==> src/rtl/fetch_pkg.sv <==
`default_nettype none
// ============================================================================
// Module      : fetch_pkg
// Description : Shared types and defaults for the 32-bit instruction fetch
//               unit: FSM state encoding, queue depth, reset PC and the
//               fetch-queue entry layout.
// Revision    : 1.0 - initial release
// ============================================================================
package fetch_pkg;

  localparam int unsigned FQ_DEPTH = 4;
  localparam logic [31:0] RESET_PC = 32'h8000_0000;

  typedef enum logic [1:0] {
    S_REQ  = 2'd0,
    S_WAIT = 2'd1,
    S_DROP = 2'd2
  } fetch_state_e;

  typedef struct packed {
    logic [31:0] inst;
    logic [31:0] pc;
  } fq_entry_t;

endpackage
`default_nettype wire

==> src/rtl/fetch_unit_32_if.sv <==
`default_nettype none
// ============================================================================
// Module      : fetch_unit_32_if
// Description : Redirect, I-cache request/response and decode channels of
//               the fetch unit. master = fetch unit, slave = environment.
// Revision    : 1.0 - initial release
// ============================================================================
interface fetch_unit_32_if #(
  parameter int unsigned VIRTUAL_ADDR_LEN = 32
);

  logic                        redirect_valid_i;
  logic [VIRTUAL_ADDR_LEN-1:0] redirect_pc_i;

  logic                        req_valid_o;
  logic                        req_ready_i;
  logic [VIRTUAL_ADDR_LEN-1:0] req_addr_o;

  logic                        resp_valid_i;
  logic                        resp_ready_o;
  logic [31:0]                 resp_data_i;

  logic                        inst_valid_o;
  logic                        inst_ready_i;
  logic [31:0]                 inst_o;
  logic [VIRTUAL_ADDR_LEN-1:0] pc_o;

  modport master (
    input  redirect_valid_i, redirect_pc_i,
    output req_valid_o, req_addr_o,
    input  req_ready_i,
    input  resp_valid_i, resp_data_i,
    output resp_ready_o,
    output inst_valid_o, inst_o, pc_o,
    input  inst_ready_i
  );

  modport slave (
    output redirect_valid_i, redirect_pc_i,
    input  req_valid_o, req_addr_o,
    output req_ready_i,
    output resp_valid_i, resp_data_i,
    input  resp_ready_o,
    input  inst_valid_o, inst_o, pc_o,
    output inst_ready_i
  );

endinterface
`default_nettype wire

==> src/rtl/fetch_queue.sv <==
`default_nettype none
// ============================================================================
// Module      : fetch_queue
// Description : Synchronous FIFO of fetched {inst, pc} entries. Head entry is
//               read straight from the storage registers, so a push at edge
//               N becomes visible after edge N. Flush overrides push/pop.
// Revision    : 1.0 - initial release
// ============================================================================
module fetch_queue
  import fetch_pkg::*;
#(
  parameter int unsigned DEPTH = fetch_pkg::FQ_DEPTH
) (
  input  wire                          clk,
  input  wire                          rstn,
  input  wire                          flush_i,
  input  wire                          push_i,
  input  fq_entry_t                    push_data_i,
  input  wire                          pop_i,
  output fq_entry_t                    head_o,
  output logic [$clog2(DEPTH):0]       count_o
);

  localparam int unsigned PTR_W = $clog2(DEPTH);
  localparam int unsigned CNT_W = PTR_W + 1;

  fq_entry_t          mem_q [DEPTH];
  logic [PTR_W-1:0]   wr_ptr_q;
  logic [PTR_W-1:0]   rd_ptr_q;
  logic [CNT_W-1:0]   count_q;

  // Storage, pointers and occupancy; pointers wrap naturally (power-of-two depth).
  always_ff @(posedge clk or negedge rstn) begin
    if (!rstn) begin
      wr_ptr_q <= '0;
      rd_ptr_q <= '0;
      count_q  <= '0;
      for (int i = 0; i < int'(DEPTH); i++) begin
        mem_q[i] <= '0;
      end
    end else if (flush_i) begin
      wr_ptr_q <= '0;
      rd_ptr_q <= '0;
      count_q  <= '0;
    end else begin
      if (push_i) begin
        mem_q[wr_ptr_q] <= push_data_i;
        wr_ptr_q        <= wr_ptr_q + PTR_W'(1);
      end
      if (pop_i) begin
        rd_ptr_q <= rd_ptr_q + PTR_W'(1);
      end
      case ({push_i, pop_i})
        2'b10:   count_q <= count_q + CNT_W'(1);
        2'b01:   count_q <= count_q - CNT_W'(1);
        default: count_q <= count_q;
      endcase
    end
  end

  assign head_o  = mem_q[rd_ptr_q];
  assign count_o = count_q;

endmodule
`default_nettype wire

==> src/rtl/fetch_unit_32.sv <==
`default_nettype none
// ============================================================================
// Module      : fetch_unit_32
// Description : Single-outstanding-request instruction fetch unit. Issues
//               sequential PCs to the L1 I-cache, queues responses for decode
//               and restarts at a redirect PC, dropping stale responses.
// Revision    : 1.0 - initial release
// ============================================================================
module fetch_unit_32
  import fetch_pkg::*;
#(
  parameter int unsigned VIRTUAL_ADDR_LEN = 32,
  parameter logic [31:0] RESET_PC         = fetch_pkg::RESET_PC,
  parameter int unsigned FQ_DEPTH         = fetch_pkg::FQ_DEPTH
) (
  input  wire               clk,
  input  wire               rstn,
  fetch_unit_32_if.master   bus
);

  localparam int unsigned CNT_W = $clog2(FQ_DEPTH) + 1;
  localparam int unsigned VA    = VIRTUAL_ADDR_LEN;

  fetch_state_e     state_q, state_d;
  logic [VA-1:0]    pc_q, pc_d;
  logic [VA-1:0]    issue_pc_q, issue_pc_d;

  logic [CNT_W-1:0] fq_count;
  fq_entry_t        fq_head;
  fq_entry_t        fq_push_data;
  logic             fq_push;
  logic             fq_pop;

  logic             redirect;
  logic [VA-1:0]    redirect_pc_aligned;
  logic             req_valid;
  logic             req_hs;
  logic             resp_ready;
  logic             unused_redirect_lsbs;

  assign redirect             = bus.redirect_valid_i;
  assign redirect_pc_aligned  = {bus.redirect_pc_i[VA-1:2], 2'b00};
  assign unused_redirect_lsbs = ^bus.redirect_pc_i[1:0];

  // Request only with room left in the queue; held low while in reset.
  assign req_valid  = rstn && (state_q == S_REQ) && (fq_count < CNT_W'(FQ_DEPTH));
  assign req_hs     = req_valid && bus.req_ready_i;
  assign resp_ready = (state_q != S_REQ);

  // A redirect flushes the queue, so it suppresses both push and pop.
  assign fq_push      = (state_q == S_WAIT) && bus.resp_valid_i && !redirect;
  assign fq_pop       = (fq_count != '0) && bus.inst_ready_i && !redirect;
  assign fq_push_data = '{inst: bus.resp_data_i, pc: 32'(issue_pc_q)};

  assign bus.req_valid_o  = req_valid;
  assign bus.req_addr_o   = pc_q;
  assign bus.resp_ready_o = resp_ready;
  assign bus.inst_valid_o = (fq_count != '0);
  assign bus.inst_o       = fq_head.inst;
  assign bus.pc_o         = VA'(fq_head.pc);

  // State and PC registers.
  always_ff @(posedge clk or negedge rstn) begin
    if (!rstn) begin
      state_q    <= S_REQ;
      pc_q       <= VA'(RESET_PC);
      issue_pc_q <= '0;
    end else begin
      state_q    <= state_d;
      pc_q       <= pc_d;
      issue_pc_q <= issue_pc_d;
    end
  end

  // Next state and PC: a handshake racing a redirect is stale and must be drained.
  always_comb begin
    state_d    = state_q;
    pc_d       = pc_q;
    issue_pc_d = issue_pc_q;
    case (state_q)
      S_REQ: begin
        if (req_hs) begin
          state_d = redirect ? S_DROP : S_WAIT;
          if (!redirect) begin
            issue_pc_d = pc_q;
            pc_d       = pc_q + VA'(4);
          end
        end
      end
      S_WAIT: begin
        if (bus.resp_valid_i) begin
          state_d = S_REQ;
        end else if (redirect) begin
          state_d = S_DROP;
        end
      end
      S_DROP: begin
        if (bus.resp_valid_i) begin
          state_d = S_REQ;
        end
      end
      default: state_d = S_REQ;
    endcase
    if (redirect) begin
      pc_d = redirect_pc_aligned;
    end
  end

  fetch_queue #(
    .DEPTH (FQ_DEPTH)
  ) u_fetch_queue (
    .clk         (clk),
    .rstn        (rstn),
    .flush_i     (redirect),
    .push_i      (fq_push),
    .push_data_i (fq_push_data),
    .pop_i       (fq_pop),
    .head_o      (fq_head),
    .count_o     (fq_count)
  );

endmodule
`default_nettype wire

==> src/flat_wrapper.sv <==
// flat-port wrapper written by rule: the top's interface ports become plain ports
module fetch_unit_32_flat import fetch_pkg::*;
#(
  parameter int unsigned VIRTUAL_ADDR_LEN = 32,
  parameter logic [31:0] RESET_PC         = fetch_pkg::RESET_PC,
  parameter int unsigned FQ_DEPTH         = fetch_pkg::FQ_DEPTH
)
  (clk, rstn, bus_redirect_valid_i, bus_redirect_pc_i, bus_req_valid_o, bus_req_addr_o, bus_req_ready_i, bus_resp_valid_i, bus_resp_data_i, bus_resp_ready_o, bus_inst_valid_o, bus_inst_o, bus_pc_o, bus_inst_ready_i);
  fetch_unit_32_if #(.VIRTUAL_ADDR_LEN(VIRTUAL_ADDR_LEN)) bus_i ();
  input  wire clk;
  input  wire rstn;
  input wire logic [$bits(bus_i.redirect_valid_i)-1:0] bus_redirect_valid_i;
  input wire logic [$bits(bus_i.redirect_pc_i)-1:0] bus_redirect_pc_i;
  output wire logic [$bits(bus_i.req_valid_o)-1:0] bus_req_valid_o;
  output wire logic [$bits(bus_i.req_addr_o)-1:0] bus_req_addr_o;
  input wire logic [$bits(bus_i.req_ready_i)-1:0] bus_req_ready_i;
  input wire logic [$bits(bus_i.resp_valid_i)-1:0] bus_resp_valid_i;
  input wire logic [$bits(bus_i.resp_data_i)-1:0] bus_resp_data_i;
  output wire logic [$bits(bus_i.resp_ready_o)-1:0] bus_resp_ready_o;
  output wire logic [$bits(bus_i.inst_valid_o)-1:0] bus_inst_valid_o;
  output wire logic [$bits(bus_i.inst_o)-1:0] bus_inst_o;
  output wire logic [$bits(bus_i.pc_o)-1:0] bus_pc_o;
  input wire logic [$bits(bus_i.inst_ready_i)-1:0] bus_inst_ready_i;
  assign bus_i.redirect_valid_i = bus_redirect_valid_i;
  assign bus_i.redirect_pc_i = bus_redirect_pc_i;
  assign bus_req_valid_o = bus_i.req_valid_o;
  assign bus_req_addr_o = bus_i.req_addr_o;
  assign bus_i.req_ready_i = bus_req_ready_i;
  assign bus_i.resp_valid_i = bus_resp_valid_i;
  assign bus_i.resp_data_i = bus_resp_data_i;
  assign bus_resp_ready_o = bus_i.resp_ready_o;
  assign bus_inst_valid_o = bus_i.inst_valid_o;
  assign bus_inst_o = bus_i.inst_o;
  assign bus_pc_o = bus_i.pc_o;
  assign bus_i.inst_ready_i = bus_inst_ready_i;
  fetch_unit_32 #(.VIRTUAL_ADDR_LEN(VIRTUAL_ADDR_LEN), .RESET_PC(RESET_PC), .FQ_DEPTH(FQ_DEPTH)) u_core (.clk(clk), .rstn(rstn), .bus(bus_i));
endmodule
==> config.mk <==
export PLATFORM = sky130hd
export DESIGN_NAME = fetch_unit_32_flat
export DESIGN_NICKNAME = d
export VERILOG_FILES = /design/src/rtl/fetch_pkg.sv /design/src/rtl/fetch_unit_32_if.sv /design/src/rtl/fetch_queue.sv /design/src/rtl/fetch_unit_32.sv /design/src/flat_wrapper.sv
export SDC_FILE = /design/constraint.sdc
export NUM_CORES = 1
export LEC_CHECK = 0
export BUFFER_PORTS_ARGS = -buffer_cell sky130_fd_sc_hd__buf_2
export CAP_MARGIN = 20
export CELL_PAD_IN_SITES_DETAIL_PLACEMENT = 1
export CELL_PAD_IN_SITES_GLOBAL_PLACEMENT = 1
export CORE_ASPECT_RATIO = 1.5
export CORE_MARGIN = 1.5
export CORE_UTILIZATION = 45
export DETAILED_ROUTE_END_ITERATION = 8
export HOLD_SLACK_MARGIN = 0.08
export PLACE_DENSITY = 0.73
export SLEW_MARGIN = 20
export SYNTH_ARGS = -nofsm -noshare
export SYNTH_HDL_FRONTEND = slang
export SYNTH_HIERARCHICAL = 1
export SYNTH_SLANG_ARGS = --single-unit
==> constraint.sdc <==
create_clock -name clk -period 2.83 [get_ports clk]
set_input_delay 0 -clock clk [delete_from_list [all_inputs] [get_ports clk]]
set_output_delay 0 -clock clk [all_outputs]
set_load 0.1 [all_outputs]
==> results summary, run 1 <==
The vertical die dimension came out at 233 um. The critical path data required time came out at 3.24 ns. The number of distinct standard cells referenced by the synthesized netlist came out at 61.

The effective utilization at floorplan came out at 45.4%. The final antenna diode count is 0. The combinational cell fraction of total power came out at 28.4%. Dividing the detail-routed wire length by the instance count gives 22.1 um. Synthesis produced a netlist whose cell count is 955. The average cell area after synthesis is 16.6 um2. TritonCTS built the clock tree.

The number of warnings reported in the yosys synthesis log came out at 6. The highest ir drop seen on vdd is 388 uV. The synthesized flop and latch total came out at 325. The initial antenna violation count is 0. The floorplan row count is 84. Once the clock tree was built, the setup fixing pass inserted 0 buffers.

From synthesis to final layout, the design area changed by 18.8%. The summed instance area of the synthesized netlist is 15,800 um2. The share of total power in the clock network came out at 32.2%. The final-report max-slew violation count is 0. The post-synthesis sequential area ratio came out at 51.3%. The flow ran to the end, and the final reports show no timing, DRC or antenna violations.

Setup violations remaining at the end of the flow were counted as 0. The DRC violation count after routing came out at 0. The post-route minimum period is 2.60 ns. 169 I/O pins were placed.

From left edge to right edge, the die measures 156 um. The buffer type at the clock tree root is clkbuf_16. Summed over all layers, the global routing overflow is 0.

The headroom to the max-slew limit is 33.8%. The proportion of register bits with asynchronous set or reset after synthesis came out at 100%. The maximum number of buffers from clock root to sink came out at 3. Wires add up to 37,700 um.

The final worst-path cycle share is 91.8%. The maximum level of the CTS H-tree is 2. Once detail routing completed, the nets flagged for antenna violations numbered 0.

The critical path arrival is 3.01 ns. The leakage power total came out at 0.00945 uW. For this design, the sink count on the clock tree is 325. Detailed placement ended at an HPWL of 23,100 um. The most common cell after layout, fill and taps aside is dfrtp_1. The first-pass GRT wire length is 60,000 um. STA classifies the critical path endpoint as a flop. The number of cell instances on the worst register-to-register path came out at 6. The areal power density over the cells is 752 nW/um2.

The insertion delay of the later-clocked pin in the worst-skew pair came out at 0.54 ns. The count of hold-fix buffers inserted at cts is 84. The number of hold violations in the final report came to 0. Derived from the worst setup path, the maximum achievable clock frequency is 0.385 GHz.

The overall global routing resource usage is 21.2%. The internal power contribution is 8870 uW. In the layout the commonest cells are dfrtp_1 (322), mux2_4 (240), buf_2 (163).

The switching power is 5300 uW. The maximum fanout along the worst path came out at 40. Along the worst hold path, the cell count comes to 3.

The post-cts repair resize count came out at 0. The core area came out at 34,900 um2. The number of cells in the finished layout apart from fillers is 1,709.

The critical path is of the reg -> reg type. The setup TNS after final layout came out at 0 ns. Across the run, the number of max-cap violations was 0. The count of port buffers added during placement came out at 164.

The mean number of vias per cell came out at 5.42. The total vias in the final route came out at 9,261. The slew at the pin closest to its max-slew limit came out at 0.993 ns. The clock tree skew after final layout came out at 0.0241 ns. The sequential fraction of design power is 39.4%. The number of DRC violations after detailed-routing iteration 0 is 370.

The clock slew seen by the registers of the worst setup and hold paths is 0.07 ns. The TritonCTS buffer count is 34. At the end of routability-driven placement, the weighted congestion stood at 0.740. Setup repair after global routing left no endpoint under its margin.

The die footprint is 36,400 um2. The element type at the critical path start is a flop. The first detailed-routing pass took 4 iterations.

Entering global routing, the biggest net connects 78 pins. The synthesized design contains 0 enable-type register cells. Net switching is 37.4% of the power.

Among all flip-flop cells after synthesis, the most frequent one is dfrtp_1. The number of cells after detailed placement is 1,565. The number of global-route vias before repair is 10,486. At the end of the flow, the number of nets in the layout was 1,288.

The proportion of layout cells with a drive suffix above 1 is 49.3%. The worst hold path belongs to the class in -> reg.
==> cell type report <==
class,instances,area (um2)
Timing Repair Buffer,273,1950
Fill cell,3406,16100
Inverter,8,30.0
Tap cell,473,592
Sequential cell,325,8140
Multi-Input combinational cell,570,6980
Clock inverter,9,95.1
Clock buffer,51,1050
==> critical path, cell delays in order, from the launching register on <==
cell and delay (ns):
dfrtp_1 0.44, nor4b_1 0.31, buf_4 0.22, nor2b_4 0.45, nand2_8 0.29, buf_12 0.29, mux2_4 0.36
==> cells by family after synthesis <==
family / synth area share [%]
flip-flops: 51.3
other: 0.0237
AO/OA/AOI/OAI: 2.34
buffers and inverters: 4.84
XOR/XNOR: 0.663
AND/OR/NAND/NOR: 5.20
multiplexers: 35.1
adder cells (fa/ha/maj): 0.521
==> flip-flops by register name (all words and copies together) (netlist names) <==
signal / count
u_core/issue_pc_q: 30
u_core/u_fetch_queue/wr_ptr_q: 2
u_core/u_fetch_queue/mem_q: 256
u_core/bus.req_addr_o: 30
u_core/u_fetch_queue/rd_ptr_q: 2
u_core/u_fetch_queue/count_o: 3
u_core/state_q: 2
==> through the flow <==
stage	utilization [%]	hold WS (ns)	setup WS [ns]	cell area [um2]	power, uW
final	54.0	0.236	0.231	18800	14200
after floorplan	-	-0.296	0.0792	15900	8770
after global placement	48.3	0.208	0.309	16800	9500
after CTS	54.0	0.214	0.259	18800	14300
after detailed placement	48.3	0.218	0.276	16800	9600
after global routing	54.0	0.253	0.123	18800	14700
==> synthesized netlist by cell type (2+ instances only) <==
library cell,number,area share (%)
dfrtp_1,324,51
mux2_4,240,23
mux4_2,64,9.1
mux2_2,43,3.1
nor2_1,30,0.71
nand2_1,26,0.62
buf_12,25,3.2
a31oi_1,17,0.67
nand3_1,16,0.51
o21ai_0,16,0.51
or4_1,11,0.52
clkbuf_1,10,0.24
o31ai_1,9,0.43
buf_2,8,0.25
inv_1,8,0.19
buf_4,7,0.33
nand4_1,7,0.28
xnor2_1,6,0.33
xor2_1,6,0.33
and4_1,5,0.28
ha_1,5,0.39
and3_1,4,0.16
nand2_8,4,0.51
nor3_1,4,0.13
o41ai_1,4,0.22
or3_1,4,0.16
clkbuf_8,3,0.26
mux2i_1,3,0.19
or2_2,3,0.12
or4b_1,3,0.19
a21oi_1,2,0.063
a221o_1,2,0.13
buf_1,2,0.047
buf_6,2,0.14
nand4b_1,2,0.11
nor3b_1,2,0.095
nor4_1,2,0.079
nor4b_1,2,0.11
o311ai_0,2,0.11
==> path summary, 6_finish.rpt <==
| check | start | endpoint | slack, ns |
|---|---|---|---|
| worst max-delay path | u_core/state_q[1]$_DFFE_PN0P_ | u_core/u_fetch_queue/mem_q[109]$_DFFE_PN0P_ | 0.23 |
| worst min-delay path | bus_redirect_pc_i[14] | u_core/bus.req_addr_o[14]$_DFFE_PN0P_ | 0.24 |
| worst max register to register | u_core/state_q[1]$_DFFE_PN0P_ | u_core/u_fetch_queue/mem_q[109]$_DFFE_PN0P_ | 0.23 |
| worst min register to register | u_core/u_fetch_queue/mem_q[142]$_DFFE_PN0P_ | u_core/u_fetch_queue/mem_q[142]$_DFFE_PN0P_ | 0.51 |
| max in group asynchronous | rstn | u_core/u_fetch_queue/rd_ptr_q[0]$_DFFE_PN0P_ | 1.03 |
| min in group asynchronous | rstn | u_core/issue_pc_q[20]$_DFFE_PN0P_ | 0.26 |
==> power by group through the flow <==
stage / Sequential [uW] / Clock [uW] / Combinational, uW
after floorplan: 5760 / 0 / 3010
after global placement: 5610 / 0 / 3880
after detailed placement: 5660 / 0 / 3940
after CTS: 5580 / 4690 / 4050
after global routing: 5640 / 4850 / 4170
final: 5570 / 4570 / 4030
==> metal layers <==
layer / part of all wire (%) / GRT usage, %
met5: 0 / 0
met4: 2.5 / 6.79
met3: 3.9 / 3.71
met2: 52 / 37.1
met1: 42 / 26.6
Power figures use the tool's default switching activity.
==> inputs of run 2 (changes only) <==
- RECOVER_POWER: unset -> 100
==> results summary, run 2 (synthesis results as in run 1) <==
The final-report max-slew violation count is 0. On the critical path, the stage with the largest delay is an instance of dfrtp_2. The DRC violation count after routing is 0. The met1 global-route usage came out at 26.6%. The sink count of the clock tree is 325. The number of DRC violations after detailed-routing iteration 0 came out at 313. The count of port buffers added during placement came out at 164. The total iterations of the first detailed-routing run is 4. The mean number of vias per cell is 5.41. The TritonCTS buffer count came out at 34. The clock tree skew after final layout is 0.0228 ns.

The total vias in the final route came out at 9,244. For this run, the post-layout net count is 1,288. The smallest hold slack came out at 0.238 ns. The number of hold violations in the final report came out at 0. The final antenna diode count is 0. For this design the static power due to leakage is 0.00864 uW. The proportion of layout cells with a drive suffix above 1 came out at 28.2%. From bottom edge to top edge, the die measures 233 um. TritonCTS built the clock tree. The detailed placement HPWL came out at 23,100 um.

The critical path crosses 3 cells after its start point. The register with the most flip-flops in the final layout is u_core/u_fetch_queue/mem_q. Dividing the final minimum period by the clock period gives 93.6%. The per-cell routed wire length is 21.7 um. The count of max-cap constraint violations came out at 0. The maximum level of the CTS H-tree came out at 2. Walking the worst path, the cells encountered are buf_4, mux4_2, clkbuf_2. The setup TNS after final layout came out at 0 ns. Once the floorplan was initialized, standard cells occupied 45.4% of the core. The global routing stage identified its most utilized layer as met2. Setup violations remaining at the end of the flow were counted as 0. The timing-limited maximum frequency is 0.377 GHz. The maximum number of pins on one net before global-route repair came out at 78. The I/O pin total came out at 169.

The areal power density over the cells came out at 779 nW/um2. The post-placement worst setup slack is 0.276 ns. STA puts the critical path data arrival time at 2.65 ns. The hold path depth is 3.

The path class of the tightest hold or removal check is in -> reg. The most common cell after layout, fill and taps aside is dfrtp_1. Summing all multi-input logic gate instances after layout gives 6130 um2. The layout overhead on the synthesized area is 12.8%. The post-CTS setup-driven buffer insertion count is 0.

The final worst-path setup slack came out at 0.180 ns. The number of routed nets with antenna violations is 0. The number of inserted filler cells in the final layout is 3,575.

The overall global routing resource usage came out at 21.2%. The category of the most critical setup path is reg -> out. Leaving out fill and tap cells, the most frequent cells in the layout are dfrtp_1 (322), mux2_1 (227), dlygate4sd3_1 (84). STA classifies the critical path endpoint as a primary output.

The die extent in x came out at 156 um. After routing the design area is 17,900 um2. The number of global-route vias before repair was 10,486.

Among cell families on the critical path, the largest total delay comes from flip-flops. The congestion estimate from routability-driven global placement came to 0.740. The startpoint identified for the worst register-to-register timing path is u_core/state_q[0]$_DFFE_PN0P_. Global routing finished with a remaining overflow of 0. The initial antenna violation count came out at 0. The first-pass GRT wire length came out at 60,000 um.

The die footprint is 36,400 um2. The post-route minimum period came out at 2.65 ns. The launch point of the worst hold path is bus_redirect_pc_i[14].

Along the worst path, the maximum fanout reaches 32. The global routing met2 resource utilization came out at 37.1%. The flow ran to the end, and the final reports show no timing, DRC or antenna violations. The headroom to the max-slew limit came out at 3.72%.

The worst-case IR drop observed on VDD is 392 uV. At the pin with the least slew margin, the transition time is 1.44 ns. The critical path data required time is 2.83 ns.

The final wirelength is 37,100 um. The number of buffers and inverters on the critical path is 2. The clock slew seen by the registers of the worst setup and hold paths is 0.07 ns. In this run the worst setup path begins at u_core/u_fetch_queue/rd_ptr_q[1]$_DFFE_PN0P_. Setup repair after global routing left no endpoint under its margin. The longest individual stage delay on the worst path came out at 1.03 ns. CTS placed an instance of clkbuf_16 at the clock tree root. The core area is 34,900 um2. The floorplan row count is 84. The element type at the critical path start is a flop. The fraction of the core area covered by cells at the end of the flow is 51.2%. Global routing consumed, on the met3 layer, 3.71% of the routing resources. The number of cell instances on the worst register-to-register path is 7. The flip-flop count of the largest register after layout came out at 256. Registers take 8140 um2. The insertion delay of the later-clocked pin in the worst-skew pair came out at 0.54 ns.

The total placed instance area came out at 16,800 um2. The maximum number of buffers from clock root to sink is 3.
-- run 2: cell count changes in the layout (fill, tap and decap cells not counted), moves of 2 or more --
cell      previous run  this run
buf_12               7         3
buf_2              163        81
buf_4               18        11
clkbuf_1             5        38
clkbuf_2             0        57
clkbuf_4             0         2
mux2_1               0       227
mux2_4             240        13
-- run 2: path summary, 6_finish.rpt --
check | endpoint | slack (ns)
min | u_core/bus.req_addr_o[14]$_DFFE_PN0P_ | 0.24
max | bus_inst_o[18] | 0.18
min in group asynchronous | u_core/issue_pc_q[20]$_DFFE_PN0P_ | 0.53
max in group asynchronous | u_core/u_fetch_queue/mem_q[119]$_DFFE_PN0P_ | 0.52
max reg2reg | u_core/u_fetch_queue/mem_q[200]$_DFFE_PN0P_ | 0.22
min reg2reg | u_core/u_fetch_queue/mem_q[142]$_DFFE_PN0P_ | 0.48
-- run 2: repair_timing --
item | 4_1_cts | 5_1_grt
resized for setup | 0 | 0
endpoints found under the setup margin | 0 | 0
endpoints found under the hold margin | 276 | 0
hold buffers | 84 | 0
-- run 2: routing by layer --
layer  routed length [um]  up-vias
li1                     -     4058
met1                15300     4927
met2                19400      200
met3                 1410       59
met4                  989        0
met5                    0        -
-- run 2: through the flow --
step	total power (uW)	std cells
floorplan	8770	964
global placement	9500	1565
detailed placement	9600	1565
CTS	14300	1709
global route	14400	1709
finish	13900	1709
-- run 2: tightest hold or removal path: stages --
cell           delay, ns
dlygate4sd3_1       0.52
buf_2               0.10
a221o_1             0.13
-- run 2: report_power, final --
part           internal (uW)  switching, uW  leakage (uW)
Sequential              5100            440       0.00435
Clock                   2660           1900      0.000564
Combinational            900           2920       0.00372
Total                   8660           5260       0.00864
-- run 2: cell type report --
class | count | area share (%)
tap | 473 | 3.31
inverter | 8 | 0.168
timing repair buffer | 273 | 10.3
clock buffer | 51 | 5.85
clock inverter | 9 | 0.532
multi-input combinational | 570 | 34.3
sequential | 325 | 45.5
